--- src/rtl/times_table_axi_reader_pkg.sv ---
// Shared types and defaults for the times-table AXI4-Lite read path.
package times_table_pkg;

  // Reader FSM: one read in flight at a time.
  typedef enum logic [1:0] {
    StIdle = 2'd0,
    StAr   = 2'd1,
    StR    = 2'd2,
    StOut  = 2'd3
  } state_e;

  localparam logic [1:0] RESP_OKAY = 2'b00;

  localparam int unsigned DEF_ADDR_W = 32;
  localparam int unsigned DEF_DATA_W = 32;
  localparam int unsigned DEF_RES_W  = 6;
  localparam int unsigned DEF_LAT_W  = 8;
  localparam int unsigned OPND_W     = 3;

  // RAM word index for operand pair: a selects the row, b the column.
  function automatic logic [2*OPND_W-1:0] tt_index(logic [OPND_W-1:0] a, logic [OPND_W-1:0] b);
    return {a, b};
  endfunction

endpackage

--- src/rtl/times_table_axi_reader_if.sv ---
// AXI4-Lite read-channel bundle (AR + R) between the reader and the table RAM.
interface times_table_axi_reader_if #(
  parameter int unsigned ADDR_W = 32,
  parameter int unsigned DATA_W = 32
);
  logic [ADDR_W-1:0] araddr;
  logic              arvalid;
  logic              arready;
  logic [DATA_W-1:0] rdata;
  logic [1:0]        rresp;
  logic              rvalid;
  logic              rready;

  modport master (
    output araddr, arvalid, rready,
    input  arready, rdata, rresp, rvalid
  );

  modport slave (
    input  araddr, arvalid, rready,
    output arready, rdata, rresp, rvalid
  );
endinterface

--- src/rtl/times_table_axi_reader_sat_counter.sv ---
// Saturating up-counter used to measure request-to-response latency.
module sat_counter #(
  parameter int unsigned W = 8
) (
  input  logic         clk,
  input  logic         rst,
  input  logic         clear,
  input  logic         enable,
  output logic [W-1:0] count
);

  logic [W-1:0] count_q;
  logic [W-1:0] base;
  logic [W-1:0] count_d;

  // clear and enable together restart the count at 1, so the start cycle is counted.
  always_comb begin
    base    = clear ? '0 : count_q;
    count_d = base;
    if (enable && (base != {W{1'b1}})) begin
      count_d = base + W'(1);
    end
  end

  // Count register, synchronous active-low reset.
  always_ff @(posedge clk) begin
    if (!rst) begin
      count_q <= '0;
    end else begin
      count_q <= count_d;
    end
  end

  assign count = count_q;

endmodule

--- src/rtl/times_table_axi_reader.sv ---
// AXI4-Lite read master: takes an (a,b) request, reads a*b from the times-table RAM,
// and returns it with error and latency status. One transaction outstanding.
module times_table_axi_reader
  import times_table_pkg::*;
#(
  parameter int unsigned ADDR_W = DEF_ADDR_W,
  parameter int unsigned DATA_W = DEF_DATA_W,
  parameter int unsigned RES_W  = DEF_RES_W,
  parameter int unsigned LAT_W  = DEF_LAT_W
) (
  input  logic                 clk,
  input  logic                 rst,
  input  logic                 req_valid,
  output logic                 req_ready,
  input  logic [OPND_W-1:0]    a,
  input  logic [OPND_W-1:0]    b,
  output logic                 res_valid,
  input  logic                 res_ready,
  output logic [RES_W-1:0]     result,
  output logic                 res_err,
  output logic [LAT_W-1:0]     res_lat,
  output logic                 busy,
  times_table_axi_reader_if.master m_axi
);

  state_e            state_q;
  logic [ADDR_W-1:0] araddr_q;
  logic              arvalid_q;
  logic              rready_q;
  logic              res_valid_q;
  logic              res_err_q;
  logic [RES_W-1:0]  result_q;
  logic [LAT_W-1:0]  res_lat_q;

  logic              req_fire;
  logic              cnt_clear;
  logic              cnt_en;
  logic [LAT_W-1:0]  lat_cnt;
  logic              resp_bad;

  // Only the low RES_W bits of a read beat carry the product.
  logic unused_rdata;
  assign unused_rdata = ^m_axi.rdata[DATA_W-1:RES_W];

  // Handshake and counter control.
  always_comb begin
    req_ready = rst && (state_q == StIdle);
    req_fire  = req_valid && req_ready;
    cnt_clear = req_fire;
    cnt_en    = req_fire || (state_q == StAr) || (state_q == StR);
    resp_bad  = (m_axi.rresp != RESP_OKAY);
  end

  sat_counter #(
    .W (LAT_W)
  ) u_lat_cnt (
    .clk    (clk),
    .rst    (rst),
    .clear  (cnt_clear),
    .enable (cnt_en),
    .count  (lat_cnt)
  );

  // Transaction FSM with registered bus and result outputs.
  always_ff @(posedge clk) begin
    if (!rst) begin
      state_q     <= StIdle;
      araddr_q    <= '0;
      arvalid_q   <= 1'b0;
      rready_q    <= 1'b0;
      res_valid_q <= 1'b0;
      res_err_q   <= 1'b0;
      result_q    <= '0;
      res_lat_q   <= '0;
    end else begin
      case (state_q)
        StIdle: begin
          if (req_fire) begin
            araddr_q  <= ADDR_W'(tt_index(a, b));
            arvalid_q <= 1'b1;
            state_q   <= StAr;
          end
        end
        StAr: begin
          if (m_axi.arready) begin
            arvalid_q <= 1'b0;
            rready_q  <= 1'b1;
            state_q   <= StR;
          end
        end
        StR: begin
          if (m_axi.rvalid) begin
            // Error beats complete normally but never expose their data.
            result_q    <= resp_bad ? '0 : m_axi.rdata[RES_W-1:0];
            res_err_q   <= resp_bad;
            res_lat_q   <= lat_cnt;
            rready_q    <= 1'b0;
            res_valid_q <= 1'b1;
            state_q     <= StOut;
          end
        end
        StOut: begin
          if (res_ready) begin
            res_valid_q <= 1'b0;
            state_q     <= StIdle;
          end
        end
        default: state_q <= StIdle;
      endcase
    end
  end

  assign m_axi.araddr  = araddr_q;
  assign m_axi.arvalid = arvalid_q;
  assign m_axi.rready  = rready_q;
  assign res_valid     = res_valid_q;
  assign res_err       = res_err_q;
  assign result        = result_q;
  assign res_lat       = res_lat_q;
  assign busy          = (state_q != StIdle);

endmodule

--- src/flat_wrapper.sv ---
// flat-port wrapper written by rule: the top's interface ports become plain ports
module times_table_axi_reader_flat import times_table_pkg::*;
#(
  parameter int unsigned ADDR_W = DEF_ADDR_W,
  parameter int unsigned DATA_W = DEF_DATA_W,
  parameter int unsigned RES_W  = DEF_RES_W,
  parameter int unsigned LAT_W  = DEF_LAT_W
)
  (clk, rst, req_valid, req_ready, a, b, res_valid, res_ready, result, res_err, res_lat, busy, m_axi_araddr, m_axi_arvalid, m_axi_rready, m_axi_arready, m_axi_rdata, m_axi_rresp, m_axi_rvalid);
  times_table_axi_reader_if #(.ADDR_W(ADDR_W), .DATA_W(DATA_W)) m_axi_i ();
  input  logic clk;
  input  logic rst;
  input  logic req_valid;
  output logic req_ready;
  input  logic [OPND_W-1:0] a;
  input  logic [OPND_W-1:0] b;
  output logic res_valid;
  input  logic res_ready;
  output logic [RES_W-1:0] result;
  output logic res_err;
  output logic [LAT_W-1:0] res_lat;
  output logic busy;
  output wire logic [$bits(m_axi_i.araddr)-1:0] m_axi_araddr;
  output wire logic [$bits(m_axi_i.arvalid)-1:0] m_axi_arvalid;
  output wire logic [$bits(m_axi_i.rready)-1:0] m_axi_rready;
  input wire logic [$bits(m_axi_i.arready)-1:0] m_axi_arready;
  input wire logic [$bits(m_axi_i.rdata)-1:0] m_axi_rdata;
  input wire logic [$bits(m_axi_i.rresp)-1:0] m_axi_rresp;
  input wire logic [$bits(m_axi_i.rvalid)-1:0] m_axi_rvalid;
  assign m_axi_araddr = m_axi_i.araddr;
  assign m_axi_arvalid = m_axi_i.arvalid;
  assign m_axi_rready = m_axi_i.rready;
  assign m_axi_i.arready = m_axi_arready;
  assign m_axi_i.rdata = m_axi_rdata;
  assign m_axi_i.rresp = m_axi_rresp;
  assign m_axi_i.rvalid = m_axi_rvalid;
  times_table_axi_reader #(.ADDR_W(ADDR_W), .DATA_W(DATA_W), .RES_W(RES_W), .LAT_W(LAT_W)) u_core (.clk(clk), .rst(rst), .req_valid(req_valid), .req_ready(req_ready), .a(a), .b(b), .res_valid(res_valid), .res_ready(res_ready), .result(result), .res_err(res_err), .res_lat(res_lat), .busy(busy), .m_axi(m_axi_i));
endmodule
--- config.mk ---
export PLATFORM = sky130hd
export DESIGN_NAME = times_table_axi_reader_flat
export DESIGN_NICKNAME = d
export VERILOG_FILES = /design/src/rtl/times_table_axi_reader_pkg.sv /design/src/rtl/times_table_axi_reader_if.sv /design/src/rtl/times_table_axi_reader_sat_counter.sv /design/src/rtl/times_table_axi_reader.sv /design/src/flat_wrapper.sv
export SDC_FILE = /design/constraint.sdc
export NUM_CORES = 1
export LEC_CHECK = 0
export CAP_MARGIN = 5
export CORE_UTILIZATION = 38
export DETAILED_ROUTE_END_ITERATION = 10
export MAX_ROUTING_LAYER = met4
export PLACE_DENSITY_LB_ADDON = 0.15
export SETUP_SLACK_MARGIN = 0.15
export SYNTH_ARGS = -nofsm -noshare
export SYNTH_HDL_FRONTEND = slang
export SYNTH_SLANG_ARGS = --single-unit
--- constraint.sdc ---
create_clock -name clk -period 1.8 [get_ports clk]
set_input_delay 0.18 -clock clk [delete_from_list [all_inputs] [get_ports clk]]
set_output_delay 0.18 -clock clk [all_outputs]
set_load 0.02 [all_outputs]
==> results.yml, run 1 <==
run_status:
  status: "finished clean"
floorplanning:
  die_w_um: 69.2
  core_um2: 4350
  dieArea_um2: 4780
  num_rows: 24
  die_height_um: 69.2
  io_pins: 98
  start_util_pct: 39.4
clocking:
  clk_latency_ns: 0.29
  clock_path_buffers: 2
  cts.sinks: 34
  ctsRootBufferMaster: "clkbuf_8"
  cts_tree: "yes"
  cts-buffers-inserted: 5
  htreeDepth: 2
  ctsHoldBuffers: 0
  clkTransAtPathRegs_ns: 0.07
route:
  totalWireLength_um: 3380
  dr.first_iter.drc_count: 105
  viasPerCell: 4.58
  ant_nets: 0
  wire_per_inst_um: 10.9
  drtPass1Iterations: 4
  route.detailed.drc: 0
  via_count: 1425
global_route:
  antenna_found_initial: 0
  grt.overflow.total: 0
  grt.total_usage_pct: 15.2
  grt_first_pass_wirelength_um: 5660
  grt_pass1_vias: 1202
  grt_max_degree: 27
synthesis:
  yosys_warnings: 0
  yosys-top-cells-count: "nand2_1, dfxtp_1, buf_4"
  synthMostInstantiatedCell: "nand2_1"
  synth_edf_count: 0
  synth_cell_type_count: 34
  syn_avg_cell_area_um2: 8.70
  synth_seq_cells: 34
  netlist_area_um2: 1710
  async_flop_share_pct: 0
  synth_top_area_share_pct: 39.7
  synth_area_leaders: "dfxtp_1, buf_4, nand2_1, a21boi_0, nor2b_1"
  synth_seq_area_share_pct: 39.7
  yosysTopAreaCell: "dfxtp_1"
  syn_inst: 197
  synthFlopType: "dfxtp_1"
sta:
  fmax_ghz: 0.635
  timing.final.crit_share_pct: 87.6
  hold_slack_ns: 0.448
  fin_skew_ns: 0.00745
  grt_setup_unrepaired: "true"
  period_needed_ns: 1.58
  finalSetupViolCount: 0
  hold_viol_final: 0
  drv_slew: 0
  fin_setup_tns_ns: 0
placed_design:
  port_buffers: 45
  gp_routability_congestion: 0.779
  dp_hpwl_um: 2340
  dp.cells: 296
layout:
  area.growth.synth_to_final_pct: 39.6
  drive_gt1_share_pct: 15.1
  nets: 309
  instances_no_fill: 311
  diodes: 0
setup_path:
  reg2reg_to: "u_core.u_lat_cnt.count[6]"
  r2r_cells: 7
  timing.critical_path.arrival_ns: 1.78
  r2r_start: "u_core.state_q[0]"
  required_ns: 2.01
  endpoint_kind: "flip-flop"
  cp_max_fo: 4
  ff2ff_setup_slack_ns: 0.22
  cp-start-kind: "flip-flop"
  path_class: "flip-flop to flip-flop"
hold_path:
  worstHoldEndpoint: "u_core.m_axi.araddr[4]"
  min_from: "a[1]"
  hold_path.class: "input pin to flip-flop"
  holdPathStages: 3
power_and_ir_drop:
  p_per_area_nw_per_um2: 1200
  leakagePower_uw: 0.000916
  ir_drop_mv: 0.752
job:
  maxCapViolCount: 0
per-stage QoR:
stage / setup slack (ns) / util, % / power (uW) / instance area, um^2
after floorplan: 0.201 / - / 1620 / 1810
after global placement: 0.0982 / 49.8 / 1960 / 2170
after detailed placement: 0.0881 / 49.8 / 1970 / 2170
after CTS: 0.155 / 52.8 / 2710 / 2300
after global routing: 0.126 / 54.9 / 3040 / 2390
final: 0.224 / 54.9 / 2860 / 2390
logic make-up after synthesis:
group / after synthesis / synth area share [%]
compound gates: 41 / 17.0
fa+ha+maj: 5 / 3.65
buf+inv: 39 / 14.7
flops: 34 / 39.7
mux: 2 / 1.17
other cells: 1 / 0.219
simple gates: 75 / 23.5
layout make-up:
cell class,instances,area (um^2)
fillers,416,1960
clock inverters,1,30.0
inverters,6,25.0
multi-input cells,149,930
repair buffers,62,581
clock buffers,7,76.3
well taps,52,65.1
flip-flops and latches,34,686
cell usage in the layout, fill, tap and decap left out, types with 2 or more instances in the layout:
| cell | synthesis | layout |
|---|---|---|
| and2_1 | 3 | 3 |
| ha_1 | 5 | 2 |
| nor4_4 | 2 | 2 |
| a21boi_0 | 10 | 10 |
| mux2i_1 | 2 | 2 |
| o211ai_1 | 2 | 2 |
| conb_1 | 1 | 26 |
| a22oi_1 | 7 | 7 |
| a21oi_1 | 4 | 4 |
| dfxtp_1 | 34 | 32 |
| o21ai_0 | 11 | 11 |
| nand2_1 | 39 | 39 |
| clkbuf_1 | 5 | 2 |
| buf_4 | 26 | 16 |
| clkdlybuf4s50_1 | 0 | 43 |
| nor2_1 | 9 | 9 |
| nor2b_1 | 11 | 8 |
| ha_4 | 0 | 3 |
| a31oi_1 | 2 | 2 |
| inv_1 | 6 | 4 |
| clkbuf_8 | 0 | 5 |
| nor2b_4 | 0 | 2 |
| nor3b_1 | 3 | 3 |
worst max-delay path by stage:
stage / from / end / slack, ns / depth (start not counted)
6_report: u_core.state_q[0] / u_core.u_lat_cnt.count[6] / 0.22 / 7
5_1_grt: u_core.state_q[0] / u_core.state_q[1] / 0.13 / 6
4_1_cts: u_core.state_q[1] / u_core.state_q[1] / 0.16 / 7
3_5_place_dp: u_core.state_q[0] / u_core.state_q[1] / 0.09 / 6
3_3_place_gp: u_core.state_q[0] / u_core.state_q[1] / 0.1 / 6
2_1_floorplan: u_core.state_q[0] / u_core.u_lat_cnt.count[6] / 0.20 / 7
flip-flops by register name (all words and copies together), names as in the netlist:
register	cells
u_core.result	6
u_core.state_q	2
u_core.m_axi.rready	1
u_core.res_lat	8
u_core.res_err	1
u_core.res_valid	1
u_core.m_axi.arvalid	1
u_core.m_axi.araddr	6
u_core.u_lat_cnt.count	8
timing repair:
item | 4_1_cts | 5_1_grt
pin swaps | 2 | 2
gates resized for setup | 10 | 11
endpoints found under the setup margin | 9 | 5
buffers inserted | 2 | 5
power by group:
group	total (uW)	switching [uW]	internal [uW]
logic	1230	628	600
clock network	685	271	414
registers	947	80.4	866
layer usage:
| metal | vias to the layer above | track usage [%] | routed length (um) |
|---|---|---|---|
| met3 | 7 | 4.09 | 178 |
| met4 | 0 | 6.80 | 65 |
| met1 | 632 | 19.8 | 1610 |
| met2 | 56 | 21.9 | 1530 |
| li1 | 730 | - | - |
| met5 | - | - | 0 |
critical path, cell delays in order (launching register included):
cell,delay [ns]
dfxtp_4,0.36
buf_6,0.12
ha_4,0.16
buf_4,0.13
nor2_1,0.26
nor4_4,0.10
and4b_1,0.20
nor3b_1,0.18
(Power assumes the default switching activity.)
==> run 2: changes to the inputs <==
--- a/config.mk
+++ b/config.mk
@@ -11,6 +11,7 @@
 export MAX_ROUTING_LAYER = met4
 export PLACE_DENSITY_LB_ADDON = 0.15
 export SETUP_SLACK_MARGIN = 0.15
+export SLEW_MARGIN = 20
 export SYNTH_ARGS = -nofsm -noshare
 export SYNTH_HDL_FRONTEND = slang
 export SYNTH_SLANG_ARGS = --single-unit
==> results of run 2 <==
Same layout as run 1: the final DEF is identical, and so are final timing and power.
